===== src/rtl/vpp_cond_stack.sv =====
// Preprocessor conditional-compilation tracker: evaluates `ifdef/`elsif/`else/`endif
// nesting against a macro define table and emits one registered beat per token.
module vpp_cond_stack #(
  parameter int unsigned DEPTH = 8,
  parameter int unsigned ID_W  = 4
) (
  input  logic            clk,
  input  logic            rst_n,
  input  logic            in_valid,
  output logic            in_ready,
  input  logic [2:0]      in_op,
  input  logic [ID_W-1:0] in_id,
  output logic            out_valid,
  input  logic            out_ready,
  output logic [2:0]      out_op,
  output logic [ID_W-1:0] out_id,
  output logic            out_active,
  output logic [3:0]      depth,
  output logic            err,
  output logic [1:0]      err_code,
  input  logic            err_clr
);

  localparam int unsigned NDEF = 1 << ID_W;
  // Stack storage is sized to the full 4-bit depth range so any depth value indexes it directly.
  localparam int unsigned SW   = 16;

  localparam logic [2:0] OP_TEXT   = 3'd0;
  localparam logic [2:0] OP_DEFINE = 3'd1;
  localparam logic [2:0] OP_UNDEF  = 3'd2;
  localparam logic [2:0] OP_IFDEF  = 3'd3;
  localparam logic [2:0] OP_IFNDEF = 3'd4;
  localparam logic [2:0] OP_ELSIF  = 3'd5;
  localparam logic [2:0] OP_ELSE   = 3'd6;
  localparam logic [2:0] OP_ENDIF  = 3'd7;

  localparam logic [1:0] E_UNDER = 2'd1;
  localparam logic [1:0] E_OVER  = 2'd2;
  localparam logic [1:0] E_ORDER = 2'd3;

  logic [NDEF-1:0] def_q, def_d;
  logic [SW-1:0]   par_q, par_d;
  logic [SW-1:0]   cur_q, cur_d;
  logic [SW-1:0]   tkn_q, tkn_d;
  logic [SW-1:0]   els_q, els_d;
  logic [3:0]      depth_q, depth_d;
  logic            out_valid_q, out_valid_d;
  logic [2:0]      out_op_q, out_op_d;
  logic [ID_W-1:0] out_id_q, out_id_d;
  logic            out_active_q, out_active_d;
  logic            err_q, err_d;
  logic [1:0]      err_code_q, err_code_d;

  logic       accept;
  logic       act;
  logic       new_act;
  logic       br;
  logic       err_hit;
  logic [1:0] hit_code;
  logic [3:0] top;
  logic [3:0] below;

  assign in_ready   = ~out_valid_q | out_ready;
  assign accept     = in_valid & in_ready;
  assign out_valid  = out_valid_q;
  assign out_op     = out_op_q;
  assign out_id     = out_id_q;
  assign out_active = out_active_q;
  assign depth      = depth_q;
  assign err        = err_q;
  assign err_code   = err_code_q;

  // Token evaluation: stack/define-table update, error detection and output beat.
  always_comb begin
    def_d        = def_q;
    par_d        = par_q;
    cur_d        = cur_q;
    tkn_d        = tkn_q;
    els_d        = els_q;
    depth_d      = depth_q;
    out_valid_d  = out_valid_q;
    out_op_d     = out_op_q;
    out_id_d     = out_id_q;
    out_active_d = out_active_q;
    err_d        = err_q;
    err_code_d   = err_code_q;
    err_hit      = 1'b0;
    hit_code     = 2'd0;
    br           = 1'b0;
    top          = depth_q - 4'd1;
    below        = depth_q - 4'd2;
    act          = (depth_q == 4'd0) ? 1'b1 : cur_q[top];
    new_act      = act;

    if (accept) begin
      case (in_op)
        OP_TEXT: begin
        end
        OP_DEFINE: if (act) def_d[in_id] = 1'b1;
        OP_UNDEF:  if (act) def_d[in_id] = 1'b0;
        OP_IFDEF, OP_IFNDEF: begin
          if (depth_q == 4'(DEPTH)) begin
            err_hit  = 1'b1;
            hit_code = E_OVER;
          end else begin
            br             = act & (def_q[in_id] ^ (in_op == OP_IFNDEF));
            par_d[depth_q] = act;
            cur_d[depth_q] = br;
            tkn_d[depth_q] = br;
            els_d[depth_q] = 1'b0;
            depth_d        = depth_q + 4'd1;
            new_act        = br;
          end
        end
        OP_ELSIF, OP_ELSE: begin
          if (depth_q == 4'd0) begin
            err_hit  = 1'b1;
            hit_code = E_UNDER;
          end else if (els_q[top]) begin
            err_hit  = 1'b1;
            hit_code = E_ORDER;
          end else begin
            br         = par_q[top] & ~tkn_q[top] & ((in_op == OP_ELSE) | def_q[in_id]);
            cur_d[top] = br;
            tkn_d[top] = tkn_q[top] | br | (in_op == OP_ELSE);
            els_d[top] = (in_op == OP_ELSE);
            new_act    = br;
          end
        end
        OP_ENDIF: begin
          if (depth_q == 4'd0) begin
            err_hit  = 1'b1;
            hit_code = E_UNDER;
          end else begin
            depth_d = top;
            new_act = (depth_q == 4'd1) ? 1'b1 : cur_q[below];
          end
        end
        default: begin
        end
      endcase
      out_valid_d  = 1'b1;
      out_op_d     = in_op;
      out_id_d     = in_id;
      out_active_d = new_act;
    end else if (out_ready) begin
      out_valid_d = 1'b0;
    end

    // A new error beats a simultaneous clear; otherwise only the first code is kept.
    if (err_hit) begin
      err_d      = 1'b1;
      err_code_d = (err_q && !err_clr) ? err_code_q : hit_code;
    end else if (err_clr) begin
      err_d      = 1'b0;
      err_code_d = 2'd0;
    end
  end

  always_ff @(posedge clk or negedge rst_n) begin
    if (!rst_n) begin
      def_q        <= '0;
      par_q        <= '0;
      cur_q        <= '0;
      tkn_q        <= '0;
      els_q        <= '0;
      depth_q      <= 4'd0;
      out_valid_q  <= 1'b0;
      out_op_q     <= 3'd0;
      out_id_q     <= '0;
      out_active_q <= 1'b1;
      err_q        <= 1'b0;
      err_code_q   <= 2'd0;
    end else begin
      def_q        <= def_d;
      par_q        <= par_d;
      cur_q        <= cur_d;
      tkn_q        <= tkn_d;
      els_q        <= els_d;
      depth_q      <= depth_d;
      out_valid_q  <= out_valid_d;
      out_op_q     <= out_op_d;
      out_id_q     <= out_id_d;
      out_active_q <= out_active_d;
      err_q        <= err_d;
      err_code_q   <= err_code_d;
    end
  end

endmodule


===== config.mk =====
export PLATFORM = sky130hd
export DESIGN_NAME = vpp_cond_stack
export DESIGN_NICKNAME = d
export VERILOG_FILES = /design/src/rtl/vpp_cond_stack.sv
export SDC_FILE = /design/constraint.sdc
export NUM_CORES = 1
export LEC_CHECK = 0
export BUFFER_PORTS_ARGS = -buffer_cell sky130_fd_sc_hd__buf_2
export CAP_MARGIN = 20
export CORE_UTILIZATION = 50
export DETAILED_ROUTE_END_ITERATION = 16
export GPL_TIMING_DRIVEN = 0
export PLACE_DENSITY = 0.7
export SLEW_MARGIN = 20
export SYNTH_ARGS = -nofsm -noshare
export SYNTH_HDL_FRONTEND = slang
export SYNTH_SLANG_ARGS = --single-unit

===== constraint.sdc =====
create_clock -name clk -period 4.3 [get_ports clk]
set_clock_uncertainty 0.2 [all_clocks]
set_input_delay 0.86 -clock clk [delete_from_list [all_inputs] [get_ports clk]]
set_output_delay 0.86 -clock clk [all_outputs]
set_load 0.02 [all_outputs]

==> metrics.txt <==
leading area contributor after synthesis=dfrtp_1; Clk Latency, worst-skew pair=between 0.3 and 0.4 ns; Crit Path Class=reg -> reg; final setup violation count=0; buffer levels on the longest clock path=2; H-Tree Level Count=3; post-DP HPWL=~12 mm; Mapped Cells=530; Lkg Pwr=approximately 2.8 nW; # IOs=29; Synth Flop Type=dfrtp_1; setup ws final=0.1313 ns; most common cell after layout, fill and taps aside=dfrtp_1; Clk pin slew, worst setup/hold paths=around 0.070 ns; 1st-iter DRT viols=between 500 and 600; HP Class=in -> async; Final Hold Vio Count=0; Die Y=around 110 um; maxcap violations=0; fraction of final layout cells with drive strength greater than 1=a little over a quarter; post-synth top area share=41.06%; Area growth, synth to finish=13.10%; Yosys warning total=0; Finished Layout Cells=between 700 and 800; vias in the first global route=between 4000 and 5000; DRT Pass-1 Iters=5; Antenna Nets Post-Route=0; clk sinks=96; Worst VDD drop=~0.00064 V; die area=12010 um^2; worst path arrival time=4.22 ns; register bit total from synthesis=96; ys async rst share=100.0%; Placed Cells=approximately 700; hold slack=~0.16 ns; Mapped Area=about 5800 um^2; WL/cell=22.87 um; final period utilization=between 90% and 100%; I/O Buffers=26; initial antenna violation count=0; syn_nets=~550; Mean Syn Cell Area=about 11 um^2; min cycle time layout=4.169 ns; Worst Max-Slew Pin Slew=roughly 0.72 ns; vias=around 4800; Fmax=0.2399 GHz; CP max FO=10; hold buffer count at CTS=0; flop2flop setup slack=~0.13 ns; Slew headroom=about half; CP startpoint kind=flip-flop; global placer's final weighted congestion=roughly 0.92; Total GRT Usage=about 30%; row count=38; number of vias per cell=6.648; total global routing overflow=0; Cell variety after synth=just under 60; CTS tree=yes; RSZ-0062 raised after global routing=no; endpoint type of the worst setup path=flip-flop; antenna fix cells=0; fin nets=between 500 and 600; initial core utilization=around 52%; synth top area cells=dfrtp_1 (41%), mux4_2 (11%), mux2_2 (8.9%), nand2_1 (2.6%), a21oi_1 (2.4%); Residual DRC=0; largest net degree at the start of global routing=between 60 and 70; Placeable Area=between 10000 and 15000 um^2; die extent in x=~110 um; drt total wl=between 15 and 20 mm; Place WS=-0.8813 ns; data required time of the worst path=approximately 4.4 ns; Pwr per Cell Area=about 700 nW/um^2; Post-synth EDFFs=0; first-pass GRT wire length=roughly 26 mm; status=finished, final reports clean; Sum Neg Setup Slack=0 ns; most frequent cells in the layout=dfrtp_1 (93), mux2_2 (46), nand2_1 (40); post-synthesis sequential area ratio=41.52%; total CTS buffers=9; final core utilization=just under 60%; Root Driver=clkbuf_16; Slew Limit Fails=0; Filler Cells Inserted=907
## layer usage
layer / part of all wire, % / vias to the layer above / global-route usage (%) / wire length [um]
met5: 0 / - / 0 / 0
met1: 42 / 2378 / 39.49 / 6952
met4: 2.9 / 0 / 15.05 / 478
met2: 48 / 208 / 47.62 / 7910
li1: - / 2140 / - / -
met3: 6.3 / 34 / 5.039 / 1033
## where the power goes
group / switching [mW] / total (mW) / leakage, nW / internal (mW)
Sequential: 0.175 / 1.33 / 1.27 / 1.16
Combinational: 1.49 / 2.40 / 1.33 / 0.910
Clock: 0.377 / 0.837 / 0.153 / 0.459
## cell type report
type                    instances  area, um^2  share of cell area, %
multi-input cells             387        3238                  49.46
clock buffers                   9       225.2                  3.440
clock inverters                 7       77.57                  1.185
flip-flops and latches         96        2406                  36.75
inverters                       6       22.52                 0.3440
plain buffers                  40       209.0                  3.191
well taps                     140       175.2                  2.675
repair buffers                 31       193.9                  2.962
## kinds of logic after synthesis
group	synth area share, %
xor+xnor	1.361
mux	21.61
simple gates	11.97
flops	41.52
buf+inv	3.761
fa+ha+maj	1.945
compound gates	17.83
## critical path: stages, from the launching register on
cell	delay, ns
dfrtp_2	0.39
buf_6	0.17
buf_8	0.20
buf_6	0.19
inv_1	0.11
ha_4	0.37
buf_6	0.22
mux4_2	0.35
mux4_2	0.49
buf_4	0.20
o41a_1	0.54
nor2_2	0.25
mux2_2	0.35
## worst paths after layout
check,end,from,cells after the start
setup / recovery,tkn_q[6],depth[0],12
hold / removal,depth[1],rst_n,1
setup reg to reg,tkn_q[6],depth[0],12
hold reg to reg,par_q[0],par_q[0],1
max in group asynchronous,out_active,rst_n,2
min in group clk,par_q[0],par_q[0],1
## repair_timing
item | CTS | global route
endpoints found under the setup margin | 81 | 45
setup buffers | 3 | 1
pin swaps | 2 | 2
gates resized for setup | 16 | 4
## Yosys cell counts, drive strengths merged (6+ instances only)
cell,count
dfrtp,95
mux2,50
nand2,40
nor2,36
a21oi,28
mux4,27
clkbuf,25
nand3,18
o21ai,17
a31oi,16
buf,16
a32oi,15
o22ai,10
a41oi,9
ha,9
nand4,9
a32o,8
mux2i,8
o32ai,8
and2,7
inv,6
nor2b,6
nor3,6
## per-stage QoR
step	total power, mW	instance area [um^2]
floorplan	2.875	5789
global placement	3.528	6095
detailed placement	3.582	6128
CTS	4.505	6513
global route	4.806	6548
finish	4.567	6548
Power figures use the tool's default switching activity.
